## config.mk

```make
export PLATFORM = sky130hd
export DESIGN_NAME = cv32e40p_rf_recovery_ctrl
export DESIGN_NICKNAME = d
export VERILOG_FILES = /design/src/rtl/cv32e40p_rf_recovery_ctrl.sv
export SDC_FILE = /design/constraint.sdc
export NUM_CORES = 1
export LEC_CHECK = 0
export BUFFER_PORTS_ARGS = -buffer_cell sky130_fd_sc_hd__buf_2
export CAP_MARGIN = 10
export CORE_ASPECT_RATIO = 0.6
export CORE_MARGIN = 2
export CORE_UTILIZATION = 30
export DETAILED_ROUTE_END_ITERATION = 10
export HOLD_SLACK_MARGIN = 0.05
export PLACE_DENSITY_LB_ADDON = 0.2
export SLEW_MARGIN = 20
export SYNTH_ARGS = -nofsm -noshare
export SYNTH_HDL_FRONTEND = slang
export SYNTH_SLANG_ARGS = --single-unit
```

## constraint.sdc

```tcl
create_clock -name clk_i -period 2.55 [get_ports clk_i]
set_input_delay 0.51 -clock clk_i [delete_from_list [all_inputs] [get_ports clk_i]]
set_output_delay 0.51 -clock clk_i [all_outputs]
set_load 0.005 [all_outputs]
```

## src/rtl/cv32e40p_rf_recovery_ctrl.sv

```systemverilog
// cv32e40p_rf_recovery_ctrl: setback the core, then stream a shadow register file into it two registers per cycle
//   clk_i, rst_ni                     clock, asynchronous active-low reset
//   start_i                           recovery request, sampled only while idle
//   backup_raddr_a/b_o, rdata_a/b_i   shadow RF read ports (even / odd registers, 1-cycle read latency)
//   backup_hold_o                     freezes shadow RF updates while busy
//   setback_o, recover_o              core reset and recovery-mode controls
//   regfile_waddr/wdata/we_a/b_o      core RF recovery write ports
//   busy_o, done_o                    sequence active, one-cycle completion pulse
module cv32e40p_rf_recovery_ctrl #(
  parameter int NUM_REGS       = 32,
  parameter int SETBACK_CYCLES = 2
) (
  input  logic        clk_i,
  input  logic        rst_ni,
  input  logic        start_i,
  output logic [5:0]  backup_raddr_a_o,
  output logic [5:0]  backup_raddr_b_o,
  input  logic [31:0] backup_rdata_a_i,
  input  logic [31:0] backup_rdata_b_i,
  output logic        backup_hold_o,
  output logic        setback_o,
  output logic        recover_o,
  output logic [5:0]  regfile_waddr_a_o,
  output logic [31:0] regfile_wdata_a_o,
  output logic        regfile_we_a_o,
  output logic [5:0]  regfile_waddr_b_o,
  output logic [31:0] regfile_wdata_b_o,
  output logic        regfile_we_b_o,
  output logic        busy_o,
  output logic        done_o
);
  typedef enum logic [2:0] {IDLE, SETBACK, RESTORE, DRAIN, DONE} state_t;
  localparam logic [5:0] LAST_IDX = 6'(NUM_REGS - 2);
  localparam logic [3:0] LAST_SB  = 4'(SETBACK_CYCLES - 1);
  state_t     state;
  logic [3:0] sb_cnt;
  logic       busy;
  logic       we;
  // Shadow read data arrives one cycle after its address, which lines up with the registered write address.
  assign regfile_wdata_a_o = backup_rdata_a_i;
  assign regfile_wdata_b_o = backup_rdata_b_i;
  assign regfile_we_a_o    = we;
  assign regfile_we_b_o    = we;
  assign busy_o            = busy;
  assign backup_hold_o     = busy;
  always_ff @(posedge clk_i or negedge rst_ni) begin
    if (!rst_ni) begin
      state             <= IDLE;
      sb_cnt            <= 4'd0;
      busy              <= 1'b0;
      we                <= 1'b0;
      setback_o         <= 1'b0;
      recover_o         <= 1'b0;
      done_o            <= 1'b0;
      backup_raddr_a_o  <= 6'd0;
      backup_raddr_b_o  <= 6'd0;
      regfile_waddr_a_o <= 6'd0;
      regfile_waddr_b_o <= 6'd0;
    end else begin
      regfile_waddr_a_o <= backup_raddr_a_o;
      regfile_waddr_b_o <= backup_raddr_b_o;
      we                <= state == RESTORE;
      case (state)
        IDLE: if (start_i) begin
          state     <= SETBACK;
          sb_cnt    <= 4'd0;
          setback_o <= 1'b1;
          recover_o <= 1'b1;
          busy      <= 1'b1;
        end
        SETBACK: begin
          sb_cnt <= sb_cnt + 4'd1;
          if (sb_cnt == LAST_SB) begin
            state            <= RESTORE;
            setback_o        <= 1'b0;
            backup_raddr_a_o <= 6'd0;
            backup_raddr_b_o <= 6'd1;
          end
        end
        RESTORE: if (backup_raddr_a_o == LAST_IDX) state <= DRAIN;
        else begin
          backup_raddr_a_o <= backup_raddr_a_o + 6'd2;
          backup_raddr_b_o <= backup_raddr_b_o + 6'd2;
        end
        DRAIN: begin
          state     <= DONE;
          recover_o <= 1'b0;
          done_o    <= 1'b1;
        end
        DONE: begin
          state  <= IDLE;
          done_o <= 1'b0;
          busy   <= 1'b0;
        end
        default: state <= IDLE;
      endcase
    end
  end
endmodule
```

**After elaboration in Yosys (flattened, before gate mapping)**

Index checks and enable logic that the tools add are counted.

- Register bits: 36
- Input bits: 67
- Output and inout bits: 95
- Logic and storage cells: 54

- Add/sub/neg operators: 3
- Equal/unequal tests: 10
- Multiplexer cells: 18
- Reductions and logical operators: 12

Operators by type and width:

| kind | count |
|---|---|
| 6-bit 2-to-1 mux | 4 |
| 6-bit case mux with 2 select lines | 2 |
| 6-bit by 2-bit adder with 6-bit output, second input constant | 2 |
| 3-bit case mux with 4 select lines | 1 |
| 2-bit nonzero test | 5 |
| 3-bit 2-to-1 mux | 3 |
| 3-bit AND reduction | 3 |
| 1-bit case mux with 2 select lines | 4 |
| 4-bit case mux with 2 select lines | 1 |
| 3-bit by 2-bit equality test with 1-bit output, second input constant | 2 |
| 6-bit by 5-bit equality test with 1-bit output, second input constant | 1 |
| 2-bit != test, second input constant | 3 |
| 2-bit AND reduction | 3 |
| 4-bit by 1-bit adder with 4-bit output, second input constant | 1 |
| 4-bit by 1-bit equality test with 1-bit output, second input constant | 1 |
| 4-bit 2-to-1 mux | 1 |
| 3-bit by 1-bit equality test with 1-bit output, second input constant | 1 |
| 3-bit equality test, second input constant | 1 |
| 3-bit logical NOT | 1 |
| 1-bit 2-to-1 mux | 2 |
| 2-bit by 1-bit != test with 1-bit output, second input constant | 1 |

**Logic depth before layout (Yosys ltp)**

Gate-level depths: netlist of run 1.

- Depth in word-level cells: 3
- Mapped depth: 6

**Least setup slack after synthesis of run 1**

Ideal clock, no wire load.

- Path type: register to register
- Start: register sb_cnt[1]
- End: register backup_raddr_a_o[1]
- Arrival time: 1557 ps
- Path slack: 868 ps
- Cell stages (with the launch flop): 7
- Clock period less this slack: 1682 ps
- Path through: dfrtp_1 -> inv_1 -> ha_1 -> nor3b_1 -> nand3_2 -> and2_4 -> mux2_4

- Longest elaborated chain between the ends: 3

Ends and longest elaborated chain:

| what | line | RTL |
|---|---|---|
| from (decl) | 36 | `logic [3:0] sb_cnt;` |
| from (signal assigned) | 72 | `sb_cnt <= sb_cnt + 4'd1;` |
| 4-bit by 1-bit equality test with 1-bit output | 73 | `if (sb_cnt == LAST_SB) begin` |
| 2-bit != test (no source line) | - |  |
| 3-bit AND reduction (no source line) | - |  |
| to (signal assigned) | 82 | `backup_raddr_a_o <= backup_raddr_a_o + 6'd2;` |
| to (decl) | 16 | `output logic [5:0] backup_raddr_a_o,` |

No other way between the ends.
A chain may end at the register's enable or synchronous reset.

**Final worst setup path of run 1**

Same ends and word-level chain as after synthesis.

==> results.yml, run 1 <==
yosys:
  avgSynthCellArea_sq_um: 10.03
  ys_ff_latch: 34
  synthCells: 189
  yosysSeqAreaShare: 0.4488
  yosys.area.top_type: "dfrtp_1"
  ys_types: 33
  yosysTopAreaCellShare: 0.4488
  ys_warn_count: 0
  synthTopCellsByArea: "dfrtp_1 45%, buf_4 27%, o21ai_0 4.0%"
  syn-cell-area_sq_um: 1896
detailed_routing:
  drc_errors: 0
  ant_nets: 0
  first_iter_violations: 59
  routed_wirelength_microns: 3210
  num_vias: 1064
  wl_per_cell_microns: 13.21
  firstDrtPassIters: 4
  vias_per_cell: 4.379
worst_setup_path:
  crit_fanout: 8
  criticalPathCategory: "register to register"
  max_stage_delay_ns: 0.46
  crit_family: "simple AND/OR/NAND/NOR gates"
  start_kind: "register"
  cp-end-kind: "register"
  crit_chain: "inv_1 > ha_1 > nor3b_1 > nand3_2 > and2_4 > mux2_4"
  crit_buf_inv: 1
  worstPathRequired_ns: 2.72
  worstPathArrival_ns: 2.10
  crit_slowest_cell: "nor3b_1"
timing:
  fin_crit_ns: 1.935
  setup_tns_ns: 0
  hold_viol_final: 0
  fin_skew_ns: 0.007831
  drv_slew: 0
  tightestPinTransition_ns: 0.7536
  rsz0062_at_grt: "no"
  finalSetupViolCount: 0
  min_period_over_period: 0.7587
  fmax_ghz: 0.5169
  relSlewSlack: 0.4976
  timing.final.ws_setup_ns: 0.6154
clocking:
  postCtsSetupRepairBufs: 0
  cts_buffer_depth: 2
  clock_latency_ns: 0.28
  htree_num_levels: 2
  numCtsBuffers: 5
  cts_resized: 0
  clock_sinks: 34
  cts_tree: "yes"
  cts.clk_slew.worst_paths_ns: 0.07
  cts_hold_buf: 0
  clock-root-buffer: "clkbuf_8"
placed_design:
  io_buffer_count: 31
  pre_cts_ws_ns: 0.6495
  dpl.hpwl_microns: 2271
  dp_cells: 235
  place.gp.congestion: 0.7958
floorplan:
  die_h_microns: 65.57
  start_util: 0.3102
  design.core.area_sq_um: 6111
  placementRows: 22
  die_area_sq_um: 6991
  ios: 162
  dieWidth_microns: 106.6
final_layout:
  drive_gt1_frac: 0.2767
  final_util: 0.2834
  finalNonFillerCells: 243
  nNetsFinal: 229
  nFillCells: 656
  n_antenna_cell: 0
  area_growth_pct: -8.647
worst_hold_path:
  hp-class: "input port to async pin"
pwr:
  finalPower_mw: 1.818
  internal_power_mw: 1.165
  sw_frac_of_total: 0.3591
  combinationalPowerShare: 0.293
  net-switching-power_mw: 0.6527
  seqPwrFrac: 0.484
  p_leak_nw: 0.8380
  p_per_area_nw_per_um2: 1050
  max-vdd-ir-drop_v: 0.0002370
  power_frac_clock: 0.223
global_route:
  antenna_found_initial: 0
  grt_pass1_vias: 1012
  grt_max_degree: 35
  grt_usage: 0.09849
  grt_first_pass_wirelength_microns: 5057
  grt-ovfl-total: 0
flow_run:
  max-cap-violations: 0
status:
  status: "completed"
power groups by stage:
stage / clock (mW) / combinational [mW] / sequential, mW
6_report: 0.405 / 0.532 / 0.881
5_1_grt: 0.451 / 0.613 / 0.914
4_1_cts: 0.423 / 0.541 / 0.883
3_5_place_dp: 0 / 0.537 / 0.891
3_3_place_gp: 0 / 0.547 / 0.885
2_1_floorplan: 0 / 0.453 / 0.834
through the flow:
step	instance area [sq um]	hold WS (ns)
after floorplan	1899	0.2144
after global placement	1640	0.4388
after detailed placement	1640	0.4245
after CTS	1732	0.3217
after global routing	1732	0.3630
final	1732	0.2947
synth_stat cells, drive strengths merged:
cell / instances
a211oi: 1
a21oi: 6
a22o: 6
a31o: 1
a31oi: 1
a32o: 1
and2: 1
and3: 1
buf: 69
clkbuf: 1
conb: 1
dfrtp: 34
ha: 4
inv: 5
mux2: 1
mux2i: 1
nand2: 11
nand2b: 2
nand3: 8
nand4: 2
nor2: 7
nor2b: 1
nor3b: 2
nor4: 1
o21ai: 16
or2b: 1
or3: 2
xnor2: 1
xor2: 1
logic make-up after synthesis:
logic type               Yosys count  share of synthesized area
adder cells (fa/ha/maj)            4                    0.02640
flip-flops                        34                     0.4488
AND/OR/NAND/NOR                   39                     0.1116
AO/OA/AOI/OAI                     32                     0.1050
XOR/XNOR                           2                   0.009243
buffers and inverters             75                     0.2838
multiplexers                       2                    0.01320
other                              1                   0.001978
cells in the final DEF, fill, tap and decap left out, types with 2 or more instances in the layout:
master	netlist	routed
nor2_1	7	7
a22o_1	6	6
buf_2	1	31
or3_1	2	2
a21oi_1	6	6
o21ai_0	15	15
nand3_1	7	7
conb_1	1	2
nand2b_1	2	2
clkbuf_8	0	6
nand4_1	2	2
nand2_1	11	11
ha_1	4	4
dfrtp_1	34	34
inv_1	5	5
final cells by class:
class                           count  area [sq um]  area share
Sequential cell                    34         850.8      0.4913
Multi-Input combinational cell     81         510.5      0.2948
Timing Repair Buffer               31         155.1     0.08960
Tap cell                           84         105.1     0.06069
Clock buffer                        7         86.33     0.04986
Inverter                            5         18.77     0.01084
Clock inverter                      1         5.005    0.002890
layer usage:
metal,track usage,vias to the layer above,part of all wire
met4,0.05682,0,0.026
met5,0,-,0
li1,-,503,-
met2,0.1178,56,0.36
met3,0.05159,13,0.089
met1,0.1359,492,0.53
state kept, by name (all words and copies together) (netlist names), 3 cells and up:
name / cells
backup_raddr_b_o: 6
regfile_waddr_b_o: 6
backup_raddr_a_o: 5
regfile_waddr_a_o: 5
sb_cnt: 4
state: 3
worst paths after layout:
kind	from	endpoint	slack, ns	depth (start not counted)
worst max-delay path	sb_cnt[1]	backup_raddr_a_o[1]	0.62	6
worst min-delay path	rst_ni	recover_o	0.29	1
worst max register to register	sb_cnt[1]	backup_raddr_a_o[1]	0.62	6
worst min register to register	backup_raddr_b_o[0]	regfile_waddr_b_o[0]	0.43	0
max in group asynchronous	rst_ni	regfile_waddr_a_o[2]	1.77	1
min in group clk_i	backup_raddr_b_o[0]	regfile_waddr_b_o[0]	0.43	0
Note: power is estimated with default switching activity, not from simulation.
==> run 2: changes to the inputs <==
==> constraint.sdc (replaced) <==
create_clock -name clk_i -period 1.76 [get_ports clk_i]
set_input_delay 0.352 -clock clk_i [delete_from_list [all_inputs] [get_ports clk_i]]
set_output_delay 0.352 -clock clk_i [all_outputs]
set_load 0.005 [all_outputs]
==> run 2 against run 1 <==
Effect of this change:
- worst hold slack lost 0.21 ns
- sequential share of layout area shrank 2.0 points
- core utilization grew 1.2 points
- worst setup slack lost 0.36 ns
- count of clock-buffer cells in the layout is the same
- critical path depth grew 1
- combinational power grew 83%
- sequential cell count is the same
- first-iteration DRC count shrank 17%
- critical endpoint is now backup_raddr_a_o[5]
- highest routed layer unchanged
==> results.yml, run 2 (synthesis results as in run 1) <==
placed_design:
  io_buffer_count: 31
  place_area_sq_um: 1708
  dpl.hpwl_microns: 2460
  pre_cts_ws_ns: 0.1624
  place.gp.congestion: 0.7868
detailed_routing:
  wl_per_cell_microns: 13.53
  num_vias: 1134
  drc_errors: 0
  vias_per_cell: 4.500
  routed_wirelength_microns: 3409
  ant_nets: 0
  first_iter_violations: 49
  firstDrtPassIters: 4
pwr:
  max-vdd-ir-drop_v: 0.0003937
  finalPower_mw: 2.789
  sw_frac_of_total: 0.3586
  p_leak_nw: 0.8856
  combinationalPowerShare: 0.350
  internal_power_mw: 1.789
  net-switching-power_mw: 1.000
  p_per_area_nw_per_um2: 1546
  power_frac_clock: 0.214
  seqPwrFrac: 0.436
timing:
  drv_slew: 0
  setup_tns_ns: 0
  tightestPinTransition_ns: 0.4879
  fin_crit_ns: 1.505
  relSlewSlack: 0.6713
  timing.final.ws_setup_ns: 0.2549
  fin_skew_ns: 0.009429
  min_period_over_period: 0.8552
  hold_viol_final: 0
  fmax_ghz: 0.6644
  rsz0062_at_grt: "no"
  finalSetupViolCount: 0
final_layout:
  nNetsFinal: 238
  seq_area_sq_um: 850.8
  n_antenna_cell: 0
  fin_area_sq_um: 1804
  mostFrequentLayoutCell: "dfrtp_1"
  layout_common_cells: "34 x dfrtp_1, 31 x buf_2, 15 x o21ai_0"
  top_regs: "backup_raddr_b_o: 6 flops, regfile_waddr_b_o: 6 flops"
  nFillCells: 663
  final_util: 0.2953
  multi_input_area_sq_um: 515.5
  drive_gt1_frac: 0.3214
  area_growth_pct: -4.819
clocking:
  postCtsSetupRepairBufs: 0
  clock_sinks: 34
  cts_hold_buf: 0
  cts.clk_slew.worst_paths_ns: 0.08
  numCtsBuffers: 5
  cts_buffer_depth: 2
  clock-root-buffer: "clkbuf_8"
  cts_resized: 0
  clock_latency_ns: 0.29
  htree_num_levels: 2
  cts_tree: "yes"
floorplan:
  design.core.area_sq_um: 6111
  start_util: 0.3102
  die_h_microns: 65.57
  die_area_sq_um: 6991
  dieWidth_microns: 106.6
  ios: 162
  placementRows: 22
global_route:
  grt_first_pass_wirelength_microns: 5740
  grt-ovfl-total: 0
  grt_max_degree: 35
  grt_pass1_vias: 1061
  antenna_found_initial: 0
  grt_usage: 0.1102
status:
  status: "completed"
worst_setup_path:
  criticalPathCategory: "register to register"
  crit_fanout: 7
  worstPathArrival_ns: 1.73
  worstPathRequired_ns: 1.99
  cp-end-kind: "register"
  start_kind: "register"
worst_hold_path:
  hp-class: "input port to async pin"
flow_run:
  max-cap-violations: 0
-- run 2: changes by cell type in the layout (fill, tap and decap cells not counted), sizes merged --
cell  change
buf       +9
-- run 2: area by class of cell --
| cell class | instances | share of cell area |
|---|---|---|
| flip-flops and latches | 34 | 0.4716 |
| clock inverters | 1 | 0.002774 |
| clock buffers | 7 | 0.04785 |
| well taps | 84 | 0.05825 |
| multi-input cells | 81 | 0.2857 |
| repair buffers | 40 | 0.1234 |
| inverters | 5 | 0.01040 |
-- run 2: power groups by stage --
stage / Sequential, mW / Combinational, mW / Clock [mW]
final: 1.22 / 0.976 / 0.597
after global routing: 1.26 / 1.12 / 0.664
after CTS: 1.22 / 0.985 / 0.628
after detailed placement: 1.23 / 0.978 / 0
after global placement: 1.22 / 0.974 / 0
after floorplan: 1.21 / 0.657 / 0
-- run 2: path summary, 6_finish.rpt --
path / from / end / slack (ns) / cells past startpoint
setup / recovery: sb_cnt[1] / backup_raddr_a_o[5] / 0.25 / 7
hold / removal: rst_ni / recover_o / 0.09 / 2
setup reg to reg: sb_cnt[1] / backup_raddr_a_o[5] / 0.25 / 7
hold reg to reg: backup_raddr_b_o[0] / regfile_waddr_b_o[0] / 0.42 / 0
max in group asynchronous: rst_ni / state[2] / 1.35 / 2
min in group clk_i: start_i / backup_hold_o / 0.42 / 3
-- run 2: worst max-delay path: stages, from the launching register on --
cell	delay [ns]
dfrtp_1	0.42
inv_1	0.07
ha_1	0.12
nor3b_2	0.20
nand3_2	0.10
buf_4	0.17
a211oi_1	0.22
a31o_2	0.13
-- run 2: metal layers --
layer | GRT usage | part of all wire | up-vias
met5 | 0 | 0 | -
met4 | 0.05519 | 0.022 | 0
met3 | 0.05258 | 0.10 | 11
met2 | 0.1258 | 0.36 | 69
met1 | 0.1629 | 0.51 | 535
li1 | - | - | 519
-- run 2: metrics by stage --
step | std cells | hold slack, ns
2_1_floorplan | 190 | 0.05641
3_3_place_gp | 244 | 0.4135
3_5_place_dp | 244 | 0.4175
4_1_cts | 252 | 0.09912
5_1_grt | 252 | 0.1245
6_report | 252 | 0.08721
==> run 3: changes to the inputs <==
--- a/config.mk
+++ b/config.mk
@@ -9,7 +9,7 @@
 export CAP_MARGIN = 10
 export CORE_ASPECT_RATIO = 0.6
 export CORE_MARGIN = 2
-export CORE_UTILIZATION = 30
+export CORE_UTILIZATION = 35
 export DETAILED_ROUTE_END_ITERATION = 10
 export HOLD_SLACK_MARGIN = 0.05
 export PLACE_DENSITY_LB_ADDON = 0.2
==> run 3 against run 2 <==
Effect of this change:
- wire length is 1.3% lower
- design area is 1.2% lower
- sequential power is essentially flat
- count of clock-buffer cells in the layout did not move
- power is 2.9% higher
- non-clock buffer count shrank 2
- sequential share of layout area grew 0.60 points
- critical path depth is the same
- worst setup slack worse by 0.034 ns
- final cell count down 7.9%
- clock power increased by 16%
- critical endpoint unchanged
- largest power group unchanged
- highest routed layer unchanged
==> results.yml, run 3 (synthesis results as in run 1) <==
status:
  status: "completed"
final_layout:
  mostFrequentLayoutCell: "dfrtp_1"
  finalNonFillerCells: 232
  area_growth_pct: -6.007
  n_antenna_cell: 0
  layout_common_cells: "34 x dfrtp_1, 31 x buf_2, 15 x o21ai_0"
  nFillCells: 527
  drive_gt1_frac: 0.3072
  top_regs: "backup_raddr_b_o: 6 flops, regfile_waddr_b_o: 6 flops"
  nNetsFinal: 236
clocking:
  cts.clk_slew.worst_paths_ns: 0.07
  htree_num_levels: 2
  clock_latency_ns: 0.28
  numCtsBuffers: 5
  cts_buffer_depth: 2
  cts_tree: "yes"
  clock_sinks: 34
  cts_hold_buf: 0
  clock-root-buffer: "clkbuf_8"
floorplan:
  design.core.area_sq_um: 5130
  start_util: 0.3695
  dieWidth_microns: 99.01
  placementRows: 20
  die_h_microns: 61.01
  die_area_sq_um: 6040
  ios: 162
worst_setup_path:
  start_kind: "register"
  crit_fanout: 7
  criticalPathCategory: "register to register"
  crit_chain: "inv_1 > ha_1 > nor3b_2 > nand3_2 > buf_4 > a211oi_1 > a31o_2"
  rrSetupSlack_ns: 0.22
  worstPathArrival_ns: 1.76
  rr_worst_depth: 7
  crit_slowest_cell: "dfrtp_1"
  worstPathRequired_ns: 1.98
  max_stage_delay_ns: 0.41
  worstReg2RegEnd: "backup_raddr_a_o[5]"
  reg2reg_from: "sb_cnt[1]"
  cp-end-kind: "register"
detailed_routing:
  wl_per_cell_microns: 14.50
  first_iter_violations: 39
  routed_wirelength_microns: 3365
  ant_nets: 0
  firstDrtPassIters: 4
  vias_per_cell: 4.754
  num_vias: 1103
  drc_errors: 0
timing:
  timing.final.ws_setup_ns: 0.2206
  fmax_ghz: 0.6496
  fin_skew_ns: 0.01089
  min_period_over_period: 0.8746
  finalSetupViolCount: 0
  hold_viol_final: 0
  setup_tns_ns: 0
  drv_slew: 0
  fin_crit_ns: 1.539
  rsz0062_at_grt: "no"
  fin_hold_ws_ns: 0.09683
placed_design:
  dpl.hpwl_microns: 2406
  io_buffer_count: 31
  place.gp.congestion: 0.7466
  pre_cts_ws_ns: 0.1452
  dp_cells: 224
pwr:
  combinationalPowerShare: 0.331
  power_frac_clock: 0.242
  max-vdd-ir-drop_v: 0.0005277
  p_leak_nw: 0.8793
  internal_power_mw: 1.884
  seqPwrFrac: 0.427
  net-switching-power_mw: 0.9849
  p_per_area_nw_per_um2: 1610
  sw_frac_of_total: 0.3433
global_route:
  grt_pass1_vias: 1046
  antenna_found_initial: 0
  grt_max_degree: 35
  grt_first_pass_wirelength_microns: 5402
  grt_usage: 0.1184
  grt-ovfl-total: 0
flow_run:
  max-cap-violations: 0
worst_hold_path:
  hp-class: "input port to async pin"
-- run 3: cell types whose count changed in the layout (fill, tap and decap cells not counted) --
| cell | delta |
|---|---|
| clkbuf_1 | +1 |
| buf_4 | -2 |
| bufinv_16 | +1 |
| clkinv_2 | -1 |
| clkbuf_8 | -1 |
-- run 3: stage by stage --
| stage | area, sq um | total power [mW] | utilization |
|---|---|---|---|
| finish | 1782 | 2.869 | 0.3473 |
| global route | 1782 | 3.117 | 0.3473 |
| CTS | 1777 | 2.904 | 0.3463 |
| detailed placement | 1670 | 2.188 | 0.3256 |
| global placement | 1670 | 2.167 | 0.3256 |
| floorplan | 1899 | 1.866 | - |
-- run 3: critical path: cells and delay by family (launching register included) --
kind	cells	cell delay, ns
DFF	1	0.41
adders and majority gates	1	0.14
AOI/OAI and AO/OA	2	0.37
and+or+nand+nor	2	0.32
buffers and inverters	2	0.24
-- run 3: how the worst max path moves through the flow --
stage,startpoint,to,slack (ns),cells after the start
floorplan,sb_cnt[1],backup_raddr_a_o[1],0.08,6
finish,sb_cnt[1],backup_raddr_a_o[5],0.22,7
detailed placement,sb_cnt[1],backup_raddr_a_o[5],0.15,7
global placement,sb_cnt[1],backup_raddr_a_o[5],0.21,7
CTS,sb_cnt[1],backup_raddr_a_o[5],0.10,7
global route,sb_cnt[1],backup_raddr_a_o[5],0.06,7
-- run 3: metal layers --
| layer | up-vias | track usage | part of all wire |
|---|---|---|---|
| met3 | 6 | 0.06336 | 0.080 |
| met5 | - | 0 | 0 |
| met1 | 528 | 0.1707 | 0.52 |
| met4 | 0 | 0.03327 | 0.0077 |
| met2 | 55 | 0.1506 | 0.40 |
| li1 | 514 | - | - |
-- run 3: layout make-up --
type / count / area, sq um / share of cell area
Sequential cell: 34 / 850.8 / 0.4775
Clock buffer: 7 / 76.32 / 0.04284
Tap cell: 66 / 82.58 / 0.04635
Inverter: 5 / 18.77 / 0.01053
Timing Repair Buffer: 38 / 207.7 / 0.1166
Clock inverter: 1 / 30.03 / 0.01685
Multi-Input combinational cell: 81 / 515.5 / 0.2893
-- run 3: timing repair --
item / 4_1_cts / 5_1_grt
endpoints found under the setup margin: 0 / 1
gates resized for setup: 0 / 1
buffers inserted: 0 / 0
-- run 3: power groups by stage --
| stage | Sequential [mW] | Clock, mW | Combinational, mW |
|---|---|---|---|
| finish | 1.22 | 0.694 | 0.950 |
| detailed placement | 1.23 | 0 | 0.953 |
| floorplan | 1.21 | 0 | 0.657 |
| CTS | 1.22 | 0.719 | 0.963 |
| global route | 1.27 | 0.756 | 1.09 |
| global placement | 1.23 | 0 | 0.940 |
